File: src/rtl/debug_burst_arbiter.sv
// Round-robin arbiter that packs one debug source at a time into fixed-length
// frames (header, payload, trailer) written into a downstream FIFO.
module debug_burst_arbiter #(
   parameter int unsigned NUM_SRC    = 4,
   parameter int unsigned BURST_LEN  = 1024,
   parameter int unsigned FIFO_DEPTH = 4096
) (
   input  logic                   clk,
   input  logic                   reset,
   input  logic                   enable,
   input  logic [NUM_SRC-1:0]     src_req,
   input  logic [32*NUM_SRC-1:0]  src_data,
   output logic [NUM_SRC-1:0]     src_grant,
   output logic [NUM_SRC-1:0]     src_done,
   input  logic [12:0]            fifo_wrusedw,
   output logic                   fifo_wrreq,
   output logic [31:0]            fifo_data,
   output logic [15:0]            frame_seq
);

   localparam int unsigned   CW        = $clog2(BURST_LEN);
   localparam logic [CW-1:0] LAST_PAY  = CW'(BURST_LEN - 3);
   localparam logic [13:0]   START_MAX = 14'(FIFO_DEPTH - BURST_LEN);
   localparam logic [2:0]    NSRC3     = 3'(NUM_SRC);
   localparam logic [1:0]    LAST_SRC  = 2'(NUM_SRC - 1);

   typedef enum logic [1:0] {IDLE, HEADER, PAYLOAD, TRAILER} state_t;

   state_t             state_q, state_d;
   logic [1:0]         winner_q, winner_d;
   logic [1:0]         rr_ptr_q, rr_ptr_d;
   logic [CW-1:0]      cnt_q, cnt_d;
   logic [NUM_SRC-1:0] grant_q, grant_d;
   logic [NUM_SRC-1:0] done_q, done_d;
   logic               wrreq_q, wrreq_d;
   logic [31:0]        data_q, data_d;
   logic [15:0]        frame_seq_q, frame_seq_d;

   logic [1:0]         pick;
   logic               pick_vld;
   logic [2:0]         rr_sum;
   logic [31:0]        sel_data;

   // First requester found scanning upward from rr_ptr, wrapping at NUM_SRC.
   always_comb begin
      pick     = rr_ptr_q;
      pick_vld = 1'b0;
      rr_sum   = '0;
      for (int unsigned k = 0; k < NUM_SRC; k++) begin
         rr_sum = {1'b0, rr_ptr_q} + 3'(k);
         if (rr_sum >= NSRC3) rr_sum = rr_sum - NSRC3;
         if (!pick_vld && src_req[rr_sum[1:0]]) begin
            pick_vld = 1'b1;
            pick     = rr_sum[1:0];
         end
      end
   end

   assign sel_data = 32'(src_data >> (32 * winner_q));

   always_comb begin
      state_d     = state_q;
      winner_d    = winner_q;
      rr_ptr_d    = rr_ptr_q;
      cnt_d       = cnt_q;
      grant_d     = grant_q;
      done_d      = '0;
      wrreq_d     = wrreq_q;
      data_d      = data_q;
      frame_seq_d = frame_seq_q;
      unique case (state_q)
         IDLE: begin
            wrreq_d = 1'b0;
            grant_d = '0;
            if (enable && pick_vld && ({1'b0, fifo_wrusedw} <= START_MAX)) begin
               state_d  = HEADER;
               winner_d = pick;
               grant_d  = NUM_SRC'(1) << pick;
               wrreq_d  = 1'b1;
               data_d   = {8'hA5, 6'b0, pick, frame_seq_q};
            end
         end
         HEADER: begin
            state_d = PAYLOAD;
            cnt_d   = '0;
            data_d  = sel_data;
         end
         PAYLOAD: begin
            if (cnt_q == LAST_PAY) begin
               state_d = TRAILER;
               data_d  = 32'hFFFF_FFFF;
               done_d  = grant_q;
            end else begin
               cnt_d  = cnt_q + 1'b1;
               data_d = sel_data;
            end
         end
         TRAILER: begin
            state_d     = IDLE;
            wrreq_d     = 1'b0;
            grant_d     = '0;
            cnt_d       = '0;
            frame_seq_d = frame_seq_q + 16'd1;
            rr_ptr_d    = (winner_q == LAST_SRC) ? 2'd0 : winner_q + 2'd1;
         end
         default: state_d = IDLE;
      endcase
   end

   always_ff @(posedge clk or negedge reset) begin
      if (!reset) begin
         state_q     <= IDLE;
         winner_q    <= '0;
         rr_ptr_q    <= '0;
         cnt_q       <= '0;
         grant_q     <= '0;
         done_q      <= '0;
         wrreq_q     <= 1'b0;
         data_q      <= '0;
         frame_seq_q <= '0;
      end else begin
         state_q     <= state_d;
         winner_q    <= winner_d;
         rr_ptr_q    <= rr_ptr_d;
         cnt_q       <= cnt_d;
         grant_q     <= grant_d;
         done_q      <= done_d;
         wrreq_q     <= wrreq_d;
         data_q      <= data_d;
         frame_seq_q <= frame_seq_d;
      end
   end

   assign src_grant  = grant_q;
   assign src_done   = done_q;
   assign fifo_wrreq = wrreq_q;
   assign fifo_data  = data_q;
   assign frame_seq  = frame_seq_q;

endmodule

File: config.mk
export PLATFORM = sky130hd
export DESIGN_NAME = debug_burst_arbiter
export DESIGN_NICKNAME = d
export VERILOG_FILES = /design/src/rtl/debug_burst_arbiter.sv
export SDC_FILE = /design/constraint.sdc
export NUM_CORES = 1
export LEC_CHECK = 0
export CAP_MARGIN = 10
export CORE_MARGIN = 5
export CORE_UTILIZATION = 43
export DETAILED_ROUTE_END_ITERATION = 10
export GPL_ROUTABILITY_DRIVEN = 0
export PLACE_DENSITY = 0.82
export RECOVER_POWER = 100
export REMOVE_ABC_BUFFERS = 1
export SYNTH_ARGS = -nofsm -noshare
export SYNTH_HDL_FRONTEND = slang
export SYNTH_SLANG_ARGS = --single-unit
File: constraint.sdc
create_clock -name clk -period 2.25 [get_ports clk]
set_clock_uncertainty 0.1 [all_clocks]
set_input_delay 0.5625 -clock clk [delete_from_list [all_inputs] [get_ports clk]]
set_output_delay 0.5625 -clock clk [all_outputs]
set_load 0.005 [all_outputs]
* Word-level counts from Yosys, hierarchy flattened *
Index checks and enable logic that the tools add are counted.
W data, S select, Z words.

word-level totals
  register bits after elaboration = 73
  output and inout bits = 57
  word-level logic and storage cells = 90

operators by class
  $add $sub $neg = 10
  order comparisons = 9
  equality and inequality tests = 8
  shift operators = 2
  multiplexer cells = 35
  reduce and logical (&&, ||, !) cells = 17

operators with widths
  kind                     count
  $shr A128 B7 Y32         1
  $pmux W32 S3             1
  $mux W32                 2
  $mux W2                  11
  $pmux W10 S2             1
  $add A16 B1 Y16 const B  1
  $le A13 B12 Y1 const B   1
  $lt A2 B3 Y1 const B     4
  $mux W4                  3
  $add A10 B1 Y10 const B  1
  $eq A10 B10 Y1 const B   1
  $mux W10                 1
  $ge A3 B3 Y1 const B     3
  $mux W1                  9
  $bmux W1 S2              4
  $pmux W2 S4              1
  $pmux W4 S2              1
  $reduce_and A2 Y1        4
  $sub A2 B1 Y2 const B    4
  $add A2 B2 Y3 const B    2
  $eq A2 B2 Y1 const B     3
  $ne A2 B2 Y1 const B     3
  $logic_and A1 B1 Y1      5
  $reduce_bool A2 Y1       2
  10 further kinds         12

* Longest topological paths before layout *
Gate-level depths: netlist of the first run.

  word-level depth = 18
  mapped depth = 9
  gate-level depth less buffers = 6

* Worst setup path after synthesis of the first run *
No wires, ideal clock.

  kind = input to register
  from = in fifo_wrusedw[6]
  to = reg data_q[12] (netlist: fifo_data[12])
  setup time = 0.125 ns
  arrival = 1.834 ns
  slack = 0.191 ns
  stages on the path = 6
  path through = nor4_2 a31o_2 and3_4 buf_8 buf_6 mux2_4

between the ends
  longest elaborated chain between the ends = 4

RTL lines
  what                                line  RTL
  from (decl)                         15    input logic [12:0] fifo_wrusedw,
  $le A13 B12 Y1                      75    if (enable && pick_vld && ({1'b0, fifo_wrusedw} <= START_MAX)) begin
  $logic_and A1 B1 Y1                 75
  $ne A2 B2 Y1 (no source line)       n/a
  $reduce_and A2 Y1 (no source line)  n/a
  to (signal assigned)                129   data_q <= data_d;
  to (decl)                           36    logic [31:0] data_q, data_d;

No other way between the ends.
A chain may end at the register's enable or synchronous reset.

* Worst setup path after layout of the first run *
  from = in fifo_wrusedw[0]
  to = reg data_q[5] (netlist: fifo_data[5])

The elaborated chain is that of the path after synthesis.

==> impl_metrics.tcl, run 1 <==
set metrics [dict create \
    clkLatencyLatePin_ps 330 \
    clock_path_buffers 2 \
    fillers 863 \
    synthToLayoutAreaGrowth_pct 52.4 \
    seq_area_sq_um 1830 \
    ctsResizeCount 0 \
    clock_sinks 73 \
    ys_ff_latch 73 \
    dp_hpwl_um 11600 \
    setup_viol_count_final 0 \
    yosysUniqueCellTypes 59 \
    worst_pin_slew_ps 886 \
    ys_seq_area_share_pct 38.7 \
    crit_type "input pin to flop" \
    postSynth.asyncResetShare_pct 100 \
    clockRootBuffer "clkbuf_8" \
    final_core_util_pct 66.6 \
    slew-limit-headroom_pct 41.0 \
    drtIter0Drc 222 \
    via_per_inst 5.60 \
    p_leak_nw 3.22 \
    cp.arrival_ps 2310 \
    route.detailed.drc 0 \
    htree_levels 3 \
    hold_class "input pin to async pin" \
    rows 38 \
    port_buffers 204 \
    nets 779 \
    ios 205 \
    num_antenna_cells 0 \
    vias 4292 \
    maxCapViolations 0 \
    hold_viol 0 \
    fin_tns_setup_ps 0 \
    crit_path_end_kind "flop" \
    rsz0062_at_grt "no" \
    worst-path-max-fanout 11 \
    dr.pass1.iters 4 \
    multi_input_area_sq_um 2550 \
    ant_nets 0 \
    netlist_instances 406 \
    maxSlewViolCount 0 \
    wl_per_cell_um 19.3 \
    grt_start_max_net_pins 39 \
    netlist_area_sq_um 4720 \
    grt_usage_pct 22.0 \
    coreArea_sq_um 10800 \
    ys.flop_type "dfrtp_1" \
    fin_crit_sh_pct 97.7 \
    die_h_um 115 \
    grt_pass1_vias 4602 \
    die_area_sq_um 13200 \
    vdd_ir_drop_max_mv 0.270 \
    drt_wl_total_um 14800 \
    max_freq_mhz 455 \
    power_density_nw_per_um2 431 \
    hold_ws_ps 225 \
    finalCriticalPeriod_ps 2200 \
    yosysWarnings 0 \
    grt_overflow_total 0 \
    grt_pass1_wl_um 23000 \
    cp.required_ps 2370 \
    status "finished, final reports clean" \
    cts_buffers 9 \
    start_util_pct 43.7 \
    syn_avg_cell_area_sq_um 11.6 \
    layout-drive-gt1-share_pct 18.2 \
    clk_pin_slew_worst_paths_ps 90 \
    synth_edf_count 0 \
    antenna_found_initial 0 \
    cts_tree "built" \
    postCtsSetupBuffers 0 \
    die_w_um 115 \
    worst_setup_path_start_kind "input pin" \
    cts_hold_buf 0 \
]
stage by stage:
step	cells	instance area [sq um]	power, mW	setup WS (ps)
floorplan	373	4470	1.50	-505
global placement	751	7000	1.88	-261
detailed placement	751	7000	1.90	-327
CTS	767	7240	3.14	28.3
global route	767	7190	3.23	10.0
finish	767	7190	3.10	51.0
layout by cell type (no fill, tap or decap), drive strengths merged, types with 9 or more instances in the layout:
| master | count |
|---|---|
| clkdlybuf4s50 | 146 |
| dfrtp | 73 |
| dlygate4sd3 | 57 |
| nand2 | 35 |
| mux4 | 32 |
| buf | 28 |
| o21ai | 26 |
| mux2 | 25 |
| inv | 18 |
| nand3 | 17 |
| clkbuf | 17 |
| a22oi | 15 |
| mux2i | 12 |
| xnor2 | 11 |
| nor2 | 11 |
| ha | 9 |
| and3 | 9 |
cell usage after synthesis, types with 3 or more instances:
cell / number / area (sq um)
nand2_1: 35 / 131
o211ai_1: 6 / 45.0
ha_1: 9 / 113
clkbuf_8: 3 / 41.3
mux2_2: 7 / 78.8
buf_8: 3 / 45.0
a31oi_1: 7 / 43.8
o21ai_0: 25 / 125
nor2_1: 11 / 41.3
a22oi_1: 15 / 113
xor2_1: 5 / 43.8
mux2_4: 18 / 270
nand3_1: 17 / 85.1
buf_2: 7 / 35.0
xnor2_1: 11 / 96.3
a21oi_1: 7 / 35.0
clkbuf_1: 11 / 41.3
nand4_1: 6 / 37.5
buf_6: 6 / 67.6
and3_1: 7 / 43.8
mux4_2: 32 / 721
o31ai_1: 7 / 52.6
and2_1: 5 / 31.3
dfrtp_1: 73 / 1830
mux2i_1: 12 / 120
nor2b_1: 3 / 18.8
inv_1: 18 / 67.6
where the power goes:
part           internal (mW)  switching, mW  total (mW)
Clock                  0.762          0.487        1.25
Sequential              1.34         0.0175        1.36
Combinational          0.350          0.140       0.489
registers in the layout, summed over array words and instances, names as in the netlist:
| register | cells |
|---|---|
| src_done | 4 |
| fifo_wrreq | 1 |
| rr_ptr_q | 2 |
| fifo_data | 32 |
| cnt_q | 10 |
| state_q | 2 |
| frame_seq | 16 |
| src_grant | 4 |
| winner_q | 2 |
worst paths after layout:
check                                           from                   endpoint  slack [ps]  depth (start not counted)
max in group asynchronous                      reset       cnt_q[1]$_DFFE_PN0P_         420                          2
min in group clk           fifo_data[24]$_DFFE_PN0P_  fifo_data[24]$_DFFE_PN0P_         390                          1
min                                            reset  fifo_data[11]$_DFFE_PN0P_         230                          1
max reg2reg                   state_q[1]$_DFFE_PN0P_   fifo_data[9]$_DFFE_PN0P_         110                          8
min reg2reg                fifo_data[24]$_DFFE_PN0P_  fifo_data[24]$_DFFE_PN0P_         390                          1
max                                  fifo_wrusedw[0]   fifo_data[5]$_DFFE_PN0P_          50                          6
worst max-delay path, stage by stage:
cell and delay [ps]:
clkdlybuf4s50_1 440, nor4_4 340, a31o_2 220, and3_4 260, buf_12 170, mux2_1 330
kinds of logic after synthesis:
group	after synthesis	synth area share, %
xor gates and xnor gates	16	2.97
and+or+nand+nor	104	12.0
DFF	73	38.7
AOI/OAI and AO/OA	84	11.9
muxes	69	25.2
buffers and inverters	51	6.74
adders and majority gates	9	2.39
routing by layer:
| metal | track usage [%] | part of all wire, % | up-vias |
|---|---|---|---|
| met5 | 0 | 0 | - |
| met2 | 39.3 | 52 | 203 |
| met3 | 5.07 | 7.8 | 25 |
| li1 | - | - | 1954 |
| met1 | 26.3 | 38 | 2110 |
| met4 | 7.20 | 2.2 | 0 |
final cells by class:
type	instances	area share (%)
Tap cell	140	2.44
Clock buffer	10	1.91
Sequential cell	73	25.4
Multi-Input combinational cell	282	35.5
Clock inverter	6	1.46
Inverter	18	0.940
Timing Repair Buffer	238	32.3
Note: power is estimated with default switching activity, not from simulation.
==> inputs of run 2 (changes only) <==
--- a/config.mk
+++ b/config.mk
@@ -7,10 +7,10 @@
 export LEC_CHECK = 0
 export CAP_MARGIN = 10
 export CORE_MARGIN = 5
-export CORE_UTILIZATION = 43
+export CORE_UTILIZATION = 39
 export DETAILED_ROUTE_END_ITERATION = 10
 export GPL_ROUTABILITY_DRIVEN = 0
-export PLACE_DENSITY = 0.82
+export PLACE_DENSITY = 0.78
 export RECOVER_POWER = 100
 export REMOVE_ABC_BUFFERS = 1
 export SYNTH_ARGS = -nofsm -noshare
==> constraint.sdc (replaced) <==
create_clock -name clk -period 2 [get_ports clk]
set_clock_uncertainty 0.1 [all_clocks]
set_input_delay 0.5 -clock clk [delete_from_list [all_inputs] [get_ports clk]]
set_output_delay 0.5 -clock clk [all_outputs]
set_load 0.01 [all_outputs]
==> impl_metrics.tcl, run 2 (synthesis gave the netlist of run 1 again) <==
set metrics [dict create \
    status "finished, final reports clean" \
    worst_pin_slew_ps 810 \
    clockRootBuffer "clkbuf_16" \
    fin_crit_sh_pct 97.0 \
    drt_wl_total_um 15700 \
    layout-drive-gt1-share_pct 24.3 \
    layout_commonest_cell "clkdlybuf4s50_1" \
    r2r_start "state_q[1]$_DFFE_PN0P_" \
    dp_hpwl_um 11800 \
    vias 4364 \
    dr.pass1.iters 4 \
    max_freq_mhz 516 \
    clkLatencyLatePin_ps 320 \
    setup_viol_count_final 0 \
    rrSetupSlack_ps 70 \
    die_w_um 120 \
    cts_buffers 9 \
    path_cells "clkdlybuf4s50_1" \
    synthToLayoutAreaGrowth_pct 60.8 \
    drtIter0Drc 155 \
    cpMaxStageDelayCell "clkdlybuf4s50_1" \
    slew-limit-headroom_pct 46.0 \
    grt_pass1_wl_um 24700 \
    final_area_sq_um 7580 \
    crit_type "flop to output port" \
    fin_cells 801 \
    grt_pass1_vias 4781 \
    cts_hold_buf 0 \
    finalCriticalPeriod_ps 1940 \
    grt_overflow_total 0 \
    clock_path_buffers 2 \
    ant_nets 0 \
    grt_usage_pct 21.5 \
    hold_viol 0 \
    cts_tree "built" \
    coreArea_sq_um 11900 \
    p_leak_nw 3.39 \
    clock_sinks 73 \
    place_area_sq_um 7140 \
    maxCapViolations 0 \
    rsz0062_at_grt "yes" \
    place_inst 772 \
    worst_setup_path_start_kind "flop" \
    rows 40 \
    antenna_found_initial 0 \
    port_buffers 204 \
    wl_per_cell_um 19.6 \
    cp.required_ps 1400 \
    worst-path-max-fanout 5 \
    num_antenna_cells 0 \
    cp.arrival_ps 1340 \
    die_h_um 120 \
    ios 205 \
    path_buf_inv 1 \
    worst_r2r_path_depth 8 \
    start_util_pct 39.6 \
    worst_path_largest_cell_delay_ps 570 \
    power_density_nw_per_um2 468 \
    maxSlewViolCount 0 \
    die_area_sq_um 14400 \
    cp_top_family "buffers and inverters" \
    largest_reg_flops 32 \
    htree_levels 3 \
    clk_pin_slew_worst_paths_ps 60 \
    grt_start_max_net_pins 44 \
    vdd_ir_drop_max_mv 0.332 \
    route.detailed.drc 0 \
    via_per_inst 5.45 \
    nets 806 \
    r2r-end "fifo_data[15]$_DFFE_PN0P_" \
    crit_path_end_kind "output port" \
    final_cell_mix "clkdlybuf4s50_1 (177), dfrtp_1 (68), buf_4 (46)" \
    hold_class "input pin to async pin" \
]
-- run 2: cell types whose count changed in the layout (fill, tap and decap cells not counted), sizes merged --
| cell | delta |
|---|---|
| clkbuf | +1 |
| clkdlybuf4s15 | +1 |
| bufinv | -3 |
| dlygate4sd3 | -47 |
| buf | +28 |
| clkdlybuf4s50 | +31 |
| dlygate4sd2 | +14 |
| clkinv | +2 |
-- run 2: layout make-up --
class,instances,area [sq um]
Timing Repair Buffer,265,2580
Sequential cell,73,1830
Multi-Input combinational cell,282,2660
Clock buffer,11,233
Clock inverter,5,32.5
Tap cell,147,184
Fill cell,940,4330
Inverter,18,67.6
-- run 2: repair_timing --
action                     CTS  global route
pin swaps                    5             5
setup endpoints to repair   31            29
buffers inserted            10             2
gates cloned                 2             0
gates resized for setup     27            15
-- run 2: metrics by stage --
step / power, mW / hold slack (ps) / worst slack (ps) / utilization, % / setup TNS, ps
2_1_floorplan: 1.71 / 104 / -755 / - / -21530
3_3_place_gp: 2.13 / 364 / -442 / 59.9 / -14540
3_5_place_dp: 2.15 / 374 / -480 / 59.9 / -16180
4_1_cts: 3.58 / 28.7 / 0.440 / 63.6 / 0
5_1_grt: 3.70 / 226 / -36.3 / 63.7 / -119
6_report: 3.55 / 159 / 60.5 / 63.7 / 0
-- run 2: power by group --
part	total, mW	switching (mW)	internal [mW]	leakage [nW]
Clock	1.44	0.604	0.838	0.133
Combinational	0.580	0.176	0.404	2.37
Sequential	1.53	0.0208	1.51	0.892
-- run 2: per-layer routing --
| layer | share of wire [%] | global-route usage [%] |
|---|---|---|
| met3 | 7.5 | 5.28 |
| met5 | 0 | 0 |
| met2 | 51 | 37.9 |
| met1 | 39 | 25.6 |
| met4 | 2.2 | 6.94 |
-- run 2: how the worst max path moves through the flow --
| stage | cells past startpoint | from | end |
|---|---|---|---|
| after floorplan | 4 | winner_q[0]$_DFFE_PN0P_ | fifo_data[10]$_DFFE_PN0P_ |
| final | 1 | frame_seq[4]$_DFFE_PN0P_ | frame_seq[4] |
| after global routing | 7 | fifo_wrusedw[1] | src_grant[2]$_DFFE_PN0P_ |
| after CTS | 7 | fifo_wrusedw[3] | fifo_data[26]$_DFFE_PN0P_ |
| after global placement | 6 | fifo_wrusedw[6] | fifo_data[29]$_DFFE_PN0P_ |
| after detailed placement | 6 | fifo_wrusedw[6] | fifo_data[31]$_DFFE_PN0P_ |
==> inputs of run 3 (changes only) <==
--- a/config.mk
+++ b/config.mk
@@ -5,7 +5,7 @@
 export SDC_FILE = /design/constraint.sdc
 export NUM_CORES = 1
 export LEC_CHECK = 0
-export CAP_MARGIN = 10
+export CAP_MARGIN = 20
 export CORE_MARGIN = 5
 export CORE_UTILIZATION = 39
 export DETAILED_ROUTE_END_ITERATION = 10
==> results of run 3 <==
The final DEF is identical to that of run 2; final timing and power are the same.
